**src/rtl/motor_pkg.sv**
```systemverilog
// Shared types and constants for the multi-channel H-bridge ramp driver.
// Holds the per-channel state enum, direction encodings and a width helper.
package motor_pkg;

  typedef enum logic [1:0] {
    ST_STOP,
    ST_RUN,
    ST_DRAIN,
    ST_DEAD
  } state_e;

  localparam logic [1:0] CHOOSE_FWD = 2'b01;
  localparam logic [1:0] CHOOSE_REV = 2'b10;

  // Counter width that stays >= 1 even for a modulus of 1.
  function automatic int cw(input int n);
    return (n > 1) ? $clog2(n) : 1;
  endfunction

endpackage

```
**src/rtl/motor_channel_fsm.sv**
```systemverilog
// One H-bridge channel: STOP/RUN/DRAIN/DEAD FSM, duty ramp, dead time, PWM.
// Ports: clk, rst_ni (async low), tick_i (ramp step), cnt_i (period count),
//   choose_i (dir cmd), speed_i; pwm1_o/pwm2_o (fwd/rev), duty_o, busy_o.
module motor_channel_fsm
  import motor_pkg::*;
#(
  parameter int SPEED_W = 2,
  parameter int STEP    = 5,
  parameter int PERIOD  = 50,
  parameter int DEAD    = 100,
  localparam int DW     = $clog2(PERIOD + 1)
) (
  input  logic               clk,
  input  logic               rst_ni,
  input  logic               tick_i,
  input  logic [DW-1:0]      cnt_i,
  input  logic [1:0]         choose_i,
  input  logic [SPEED_W-1:0] speed_i,
  output logic               pwm1_o,
  output logic               pwm2_o,
  output logic [DW-1:0]      duty_o,
  output logic               busy_o
);

  localparam int DCW = cw(DEAD);
  localparam logic [DCW-1:0] DEAD_INIT = DCW'(DEAD - 1);

  state_e         state_q, state_d;
  logic [DW-1:0]  duty_q, duty_d;
  logic [DCW-1:0] dcnt_q, dcnt_d;
  logic           rev_q, rev_d;
  logic           pwm1_q, pwm1_d;
  logic           pwm2_q, pwm2_d;

  logic          is_fwd, is_rev, brake;
  logic          same_dir, opp_dir;
  logic [31:0]   prod;
  logic [DW-1:0] target;

  assign is_fwd   = (choose_i == CHOOSE_FWD);
  assign is_rev   = (choose_i == CHOOSE_REV);
  assign brake    = !(is_fwd || is_rev);
  assign same_dir = rev_q ? is_rev : is_fwd;
  assign opp_dir  = rev_q ? is_fwd : is_rev;

  // Wide product so large speed*STEP clamps instead of wrapping.
  assign prod   = 32'(speed_i) * 32'(STEP);
  assign target = (prod > 32'(PERIOD)) ? DW'(PERIOD) : DW'(prod);

  always_ff @(posedge clk or negedge rst_ni) begin
    if (!rst_ni) begin
      state_q <= ST_STOP;
      duty_q  <= '0;
      dcnt_q  <= '0;
      rev_q   <= 1'b0;
      pwm1_q  <= 1'b0;
      pwm2_q  <= 1'b0;
    end else begin
      state_q <= state_d;
      duty_q  <= duty_d;
      dcnt_q  <= dcnt_d;
      rev_q   <= rev_d;
      pwm1_q  <= pwm1_d;
      pwm2_q  <= pwm2_d;
    end
  end

  // A state change always suppresses the duty step of a coincident tick.
  always_comb begin
    state_d = state_q;
    duty_d  = duty_q;
    dcnt_d  = dcnt_q;
    rev_d   = rev_q;
    unique case (state_q)
      ST_STOP: begin
        duty_d = '0;
        if (!brake) begin
          rev_d   = is_rev;
          state_d = ST_RUN;
        end
      end
      ST_RUN: begin
        if (brake) begin
          state_d = ST_STOP;
          duty_d  = '0;
        end else if (opp_dir) begin
          state_d = ST_DRAIN;
        end else if (tick_i) begin
          if (duty_q < target)
            duty_d = duty_q + DW'(1);
          else if (duty_q > target)
            duty_d = duty_q - DW'(1);
        end
      end
      ST_DRAIN: begin
        if (brake) begin
          state_d = ST_STOP;
          duty_d  = '0;
        end else if (same_dir) begin
          state_d = ST_RUN;
        end else if (duty_q == '0) begin
          state_d = ST_DEAD;
          dcnt_d  = DEAD_INIT;
        end else if (tick_i) begin
          duty_d = duty_q - DW'(1);
        end
      end
      ST_DEAD: begin
        if (brake) begin
          state_d = ST_STOP;
          duty_d  = '0;
        end else if (dcnt_q == '0) begin
          rev_d   = is_rev;
          state_d = ST_RUN;
          duty_d  = '0;
        end else begin
          dcnt_d = dcnt_q - DCW'(1);
        end
      end
      default: begin
        state_d = ST_STOP;
        duty_d  = '0;
      end
    endcase
  end

  // Gate on the next state so a brake silences the bridge with duty_o.
  always_comb begin
    pwm1_d = 1'b0;
    pwm2_d = 1'b0;
    if ((state_d == ST_RUN || state_d == ST_DRAIN) && (cnt_i < duty_q)) begin
      if (rev_d)
        pwm2_d = 1'b1;
      else
        pwm1_d = 1'b1;
    end
  end

  assign pwm1_o = pwm1_q;
  assign pwm2_o = pwm2_q;
  assign duty_o = duty_q;
  assign busy_o = (state_q == ST_DRAIN) || (state_q == ST_DEAD);

endmodule

```
**src/rtl/motor_driver_ramp.sv**
```systemverilog
// Multi-channel H-bridge PWM driver with duty ramping and reversal dead time.
// Ports: clk, rst (async low), choose/speed per channel in;
//   pwm_out1/pwm_out2 bridge drives, duty_out, busy per channel out.
module motor_driver_ramp
  import motor_pkg::*;
#(
  parameter int CH       = 2,
  parameter int SPEED_W  = 2,
  parameter int STEP     = 5,
  parameter int PERIOD   = 50,
  parameter int RAMP_DIV = 4,
  parameter int DEAD     = 100,
  localparam int DW      = $clog2(PERIOD + 1)
) (
  input  logic                  clk,
  input  logic                  rst,
  input  logic [2*CH-1:0]       choose,
  input  logic [SPEED_W*CH-1:0] speed,
  output logic [CH-1:0]         pwm_out1,
  output logic [CH-1:0]         pwm_out2,
  output logic [DW*CH-1:0]      duty_out,
  output logic [CH-1:0]         busy
);

  localparam int CW = cw(PERIOD);
  localparam int RW = cw(RAMP_DIV);

  logic [CW-1:0] cnt_q, cnt_d;
  logic [RW-1:0] rcnt_q, rcnt_d;
  logic          wrap, tick;
  logic [DW-1:0] cnt_w;

  assign wrap  = (cnt_q == CW'(PERIOD - 1));
  assign tick  = wrap && (rcnt_q == RW'(RAMP_DIV - 1));
  assign cnt_w = DW'(cnt_q);

  always_comb begin
    cnt_d  = wrap ? '0 : cnt_q + CW'(1);
    rcnt_d = rcnt_q;
    if (wrap)
      rcnt_d = tick ? '0 : rcnt_q + RW'(1);
  end

  always_ff @(posedge clk or negedge rst) begin
    if (!rst) begin
      cnt_q  <= '0;
      rcnt_q <= '0;
    end else begin
      cnt_q  <= cnt_d;
      rcnt_q <= rcnt_d;
    end
  end

  for (genvar g = 0; g < CH; g++) begin : g_ch
    motor_channel_fsm #(
      .SPEED_W (SPEED_W),
      .STEP    (STEP),
      .PERIOD  (PERIOD),
      .DEAD    (DEAD)
    ) u_ch (
      .clk      (clk),
      .rst_ni   (rst),
      .tick_i   (tick),
      .cnt_i    (cnt_w),
      .choose_i (choose[2*g +: 2]),
      .speed_i  (speed[SPEED_W*g +: SPEED_W]),
      .pwm1_o   (pwm_out1[g]),
      .pwm2_o   (pwm_out2[g]),
      .duty_o   (duty_out[DW*g +: DW]),
      .busy_o   (busy[g])
    );
  end

endmodule

```
**config.mk**
```make
export PLATFORM = sky130hd
export DESIGN_NAME = motor_driver_ramp
export DESIGN_NICKNAME = d
export VERILOG_FILES = /design/src/rtl/motor_pkg.sv /design/src/rtl/motor_channel_fsm.sv /design/src/rtl/motor_driver_ramp.sv
export SDC_FILE = /design/constraint.sdc
export NUM_CORES = 1
export LEC_CHECK = 0
export BUFFER_PORTS_ARGS = -buffer_cell sky130_fd_sc_hd__buf_2
export CORE_MARGIN = 2
export CORE_UTILIZATION = 56
export DETAILED_ROUTE_END_ITERATION = 12
export GPL_TIMING_DRIVEN = 0
export PLACE_DENSITY = 0.77
export SLEW_MARGIN = 5
export SYNTH_ARGS = -nofsm -noshare
export SYNTH_HDL_FRONTEND = slang
export SYNTH_SLANG_ARGS = --single-unit
```
**constraint.sdc**
```tcl
create_clock -name clk -period 5.9 [get_ports clk]
set_input_delay 0.295 -clock clk [delete_from_list [all_inputs] [get_ports clk]]
set_output_delay 0.295 -clock clk [all_outputs]
set_load 0.1 [all_outputs]
```
==> impl_metrics.json <==
{
  "tightest_slew_ns": 0.999,
  "postSynth.asyncResetShare_pct": 100,
  "clock_insertion_delay_worst_skew_ns": 0.30,
  "cts.repair_timing.setup_buffer_count": 0,
  "yosys-mux-area-fraction_pct": 2.75,
  "final.period_utilization_pct": 47.9,
  "postCtsHoldBufs": 0,
  "totalWireLength_um": 7370,
  "remaining_max_slew_budget_at_the_tightest_pin_pct": 33.4,
  "r2r_slack_ns": 3.07,
  "synthAdderAreaFrac_pct": 14.3,
  "design.portCount": 28,
  "tritoncts_clock_tree": "yes",
  "synthSimpleGateAreaFrac_pct": 21.4,
  "dpl.cell_count": 483,
  "rsz_0062_raised_after_global_routing": "false",
  "achievable-frequency_mhz": 354,
  "h-tree-depth": 2,
  "timing.critical_path.from": "g_ch[0].u_ch.duty_o[3]$_DFFE_PN0P_",
  "xor_xnor_fraction_of_synth_area_pct": 3.34,
  "synth_top_family_by_area": "simple AND/OR/NAND/NOR gates",
  "grt_max_degree": 45,
  "report.final.hold_viol_count": 0,
  "power.density_cell_area_nw_per_um2": 374,
  "drc_errors": 0,
  "clk_pin_slew_ns": 0.09,
  "postSynthNetCount": 430,
  "die_y_um": 82.0,
  "total_leakage_power_nw": 1.74,
  "timing.max_cap.violations": 0,
  "seq_area_frac_synth_pct": 32.3,
  "area_delta_synth_final_pct": 9.43,
  "layout.nets": 464,
  "cp_num_buf_inv": 0,
  "floorplan.initialDensity_pct": 57.9,
  "routed_wire_length_per_instance_um": 15.0,
  "place.detailed.hpwl_um": 5560,
  "syn-cell-area_um2": 3410,
  "finalClockSkew_ns": 0.00548,
  "drt_pre_antenna_iters": 4,
  "synth_compound_area_share_pct": 19.7,
  "via_count_of_the_first_global_routing_pass": 2759,
  "path_cells": "ha_1 > a2111oi_0 > a311o_1 > a41o_1 > a31oi_2 > or4_1 > nand3_1",
  "fin_tns_setup_ns": 0,
  "hold_slack_final_ns": 0.154,
  "floorplan.core_area_um2": 5890,
  "yosysWarningCount": 0,
  "syn-instance-count": 381,
  "num_vias": 2921,
  "irDropWorstVdd_v": 0.000269,
  "synth.top_cell.area_share_pct": 32.3,
  "core.rowCount": 28,
  "max_fo_critical_path": 10,
  "synth.largest_area_cell": "sky130_fd_sc_hd__dfrtp_1",
  "synthesis_stage_register_bit_count": 44,
  "netlist-cell-type-count": 66,
  "numCtsBuffers": 5,
  "criticalPathCategory": "flip-flop to flip-flop",
  "slowest_stage_delay_on_critical_path_ns": 0.60,
  "yosys.cell_count.top_type": "sky130_fd_sc_hd__dfrtp_1",
  "final_layout_size_suffix_gt1_share_pct": 14.2,
  "finalWeightedCongestion": 0.926,
  "synth-edff-count": 0,
  "synth-main-ff-cell": "sky130_fd_sc_hd__dfrtp_1",
  "hold_class": "primary input to asynchronous set/reset pin",
  "clock_sink_count": 44,
  "port_buffers": 27,
  "cts_max_path_buffers": 2,
  "req_time_crit_path_ns": 6.15,
  "worst_ep_arrival_time_ns": 3.07,
  "design_power_total_mw": 1.40,
  "drt-initial-drc-count": 114,
  "antenna_violating_nets_post_route": 0,
  "chipWidth_um": 82.0,
  "clockRootBuffer": "sky130_fd_sc_hd__clkbuf_8",
  "report.final.slew_viol_count": 0,
  "status": "finished, final reports clean",
  "final-setup-viol-count": 0,
  "detail_route.vias_per_cell": 5.95,
  "stdcell_count": 491,
  "cell_family_with_most_cp_delay": "compound AO/OA/AOI/OAI gates",
  "synth.avg_cell_area_um2": 8.95,
  "final_period_minus_worst_setup_slack_ns": 2.83,
  "netlist_top_cells_count": "sky130_fd_sc_hd__dfrtp_1 (44), sky130_fd_sc_hd__ha_1 (39), sky130_fd_sc_hd__inv_1 (38)",
  "grt_pass1_wl_um": 12500,
  "critPathLaunchType": "flip-flop",
  "grt_overflow_total": 0,
  "critPathCaptureType": "flip-flop",
  "crit_slowest_cell": "sky130_fd_sc_hd__a2111oi_0",
  "post_cts_resize_count": 0,
  "synth_top_cells_by_area": "sky130_fd_sc_hd__dfrtp_1 (32%), sky130_fd_sc_hd__ha_1 (14%), sky130_fd_sc_hd__inv_1 (4.2%)",
  "grt_antenna_before_repair": 0,
  "die_area_um2": 6730,
  "r2r_start": "g_ch[0].u_ch.duty_o[3]$_DFFE_PN0P_",
  "antenna_cells_inserted": 0,
  "globalRouteTotalUtil_pct": 23.5
}
[placed cells by master, fill, tap and decap left out, types with 3 or more instances in the layout]
master	count
sky130_fd_sc_hd__xor2_1	7
sky130_fd_sc_hd__a21o_1	4
sky130_fd_sc_hd__buf_2	29
sky130_fd_sc_hd__clkbuf_8	5
sky130_fd_sc_hd__or3_1	3
sky130_fd_sc_hd__and3_1	4
sky130_fd_sc_hd__buf_4	7
sky130_fd_sc_hd__o31ai_1	9
sky130_fd_sc_hd__ha_1	39
sky130_fd_sc_hd__nand2_1	21
sky130_fd_sc_hd__nor3_1	8
sky130_fd_sc_hd__nand3b_1	5
sky130_fd_sc_hd__nor2_1	25
sky130_fd_sc_hd__inv_1	38
sky130_fd_sc_hd__nor2b_1	6
sky130_fd_sc_hd__nand4_1	5
sky130_fd_sc_hd__a31oi_1	4
sky130_fd_sc_hd__xnor2_1	6
sky130_fd_sc_hd__dfrtp_1	44
sky130_fd_sc_hd__a21oi_1	20
sky130_fd_sc_hd__mux2_2	3
sky130_fd_sc_hd__nor4_1	4
sky130_fd_sc_hd__nand2b_1	9
sky130_fd_sc_hd__nor3b_1	7
sky130_fd_sc_hd__nand3_1	19
sky130_fd_sc_hd__mux2i_1	6
sky130_fd_sc_hd__o21ai_0	21
sky130_fd_sc_hd__a211oi_1	3
[final timing paths]
kind,end,cells past startpoint
worst max-delay path,g_ch[0].u_ch.duty_o[5]$_DFFE_PN0P_,7
worst min-delay path,g_ch[0].u_ch.dcnt_q[3]$_DFFE_PN0P_,1
worst max register to register,g_ch[0].u_ch.duty_o[5]$_DFFE_PN0P_,7
worst min register to register,g_ch[0].u_ch.dcnt_q[6]$_DFFE_PN0P_,1
max in group asynchronous,g_ch[1].u_ch.state_q[0]$_DFF_PN0_,1
min in group clk,g_ch[0].u_ch.dcnt_q[6]$_DFFE_PN0P_,1
[final cells by class]
class / instances / area, µm²
Fill cell: 514 / 2150
Multi-Input combinational cell: 288 / 2100
Sequential cell: 44 / 1100
Inverter: 38 / 143
Timing Repair Buffer: 27 / 135
Tap cell: 75 / 93.8
Buffer: 11 / 70.1
Clock buffer: 5 / 68.8
Clock inverter: 3 / 23.8
[worst register-to-register path, stage by stage, from the launching register on]
cell	delay, ns
sky130_fd_sc_hd__dfrtp_1	0.47
sky130_fd_sc_hd__ha_1	0.34
sky130_fd_sc_hd__a2111oi_0	0.60
sky130_fd_sc_hd__a311o_1	0.30
sky130_fd_sc_hd__a41o_1	0.20
sky130_fd_sc_hd__a31oi_2	0.20
sky130_fd_sc_hd__or4_1	0.55
sky130_fd_sc_hd__nand3_1	0.09
[state kept, by name (all words and copies together) (netlist names)]
| name | flops |
|---|---|
| cnt_q | 6 |
| g_ch.u_ch.dcnt_q | 14 |
| g_ch.u_ch.duty_o | 12 |
| g_ch.u_ch.pwm1_o | 2 |
| g_ch.u_ch.pwm2_o | 2 |
| g_ch.u_ch.rev_q | 2 |
| g_ch.u_ch.state_q | 4 |
| rcnt_q | 2 |
[routing by layer]
layer / part of all wire (%) / track usage, %
met1: 46 / 30.6
met2: 50 / 40.1
met3: 3.7 / 4.40
met4: 0.69 / 6.00
met5: 0 / 0
[stage by stage]
step	utilization (%)	setup WS, ns	area, µm²
final	63.4	3.07	3730
after global routing	63.4	2.94	3730
after CTS	63.4	3.11	3730
after detailed placement	61.8	3.13	3640
after global placement	61.8	3.16	3640
after floorplan	-	2.80	3410
[kinds of logic (layout without fill, tap and decap cells)]
group | after synthesis | in the layout
xor gates and xnor gates | 13 | 13
adders and majority gates | 39 | 39
DFF | 44 | 44
and+or+nand+nor | 131 | 131
muxes | 9 | 9
buffers and inverters | 49 | 84
AOI/OAI and AO/OA | 96 | 96
[report_power, final]
group | total (mW) | internal (mW) | switching [mW]
registers | 0.444 | 0.364 | 0.0801
clock network | 0.201 | 0.0840 | 0.117
logic | 0.752 | 0.252 | 0.500
total | 1.40 | 0.700 | 0.696
Power figures use the tool's default switching activity.
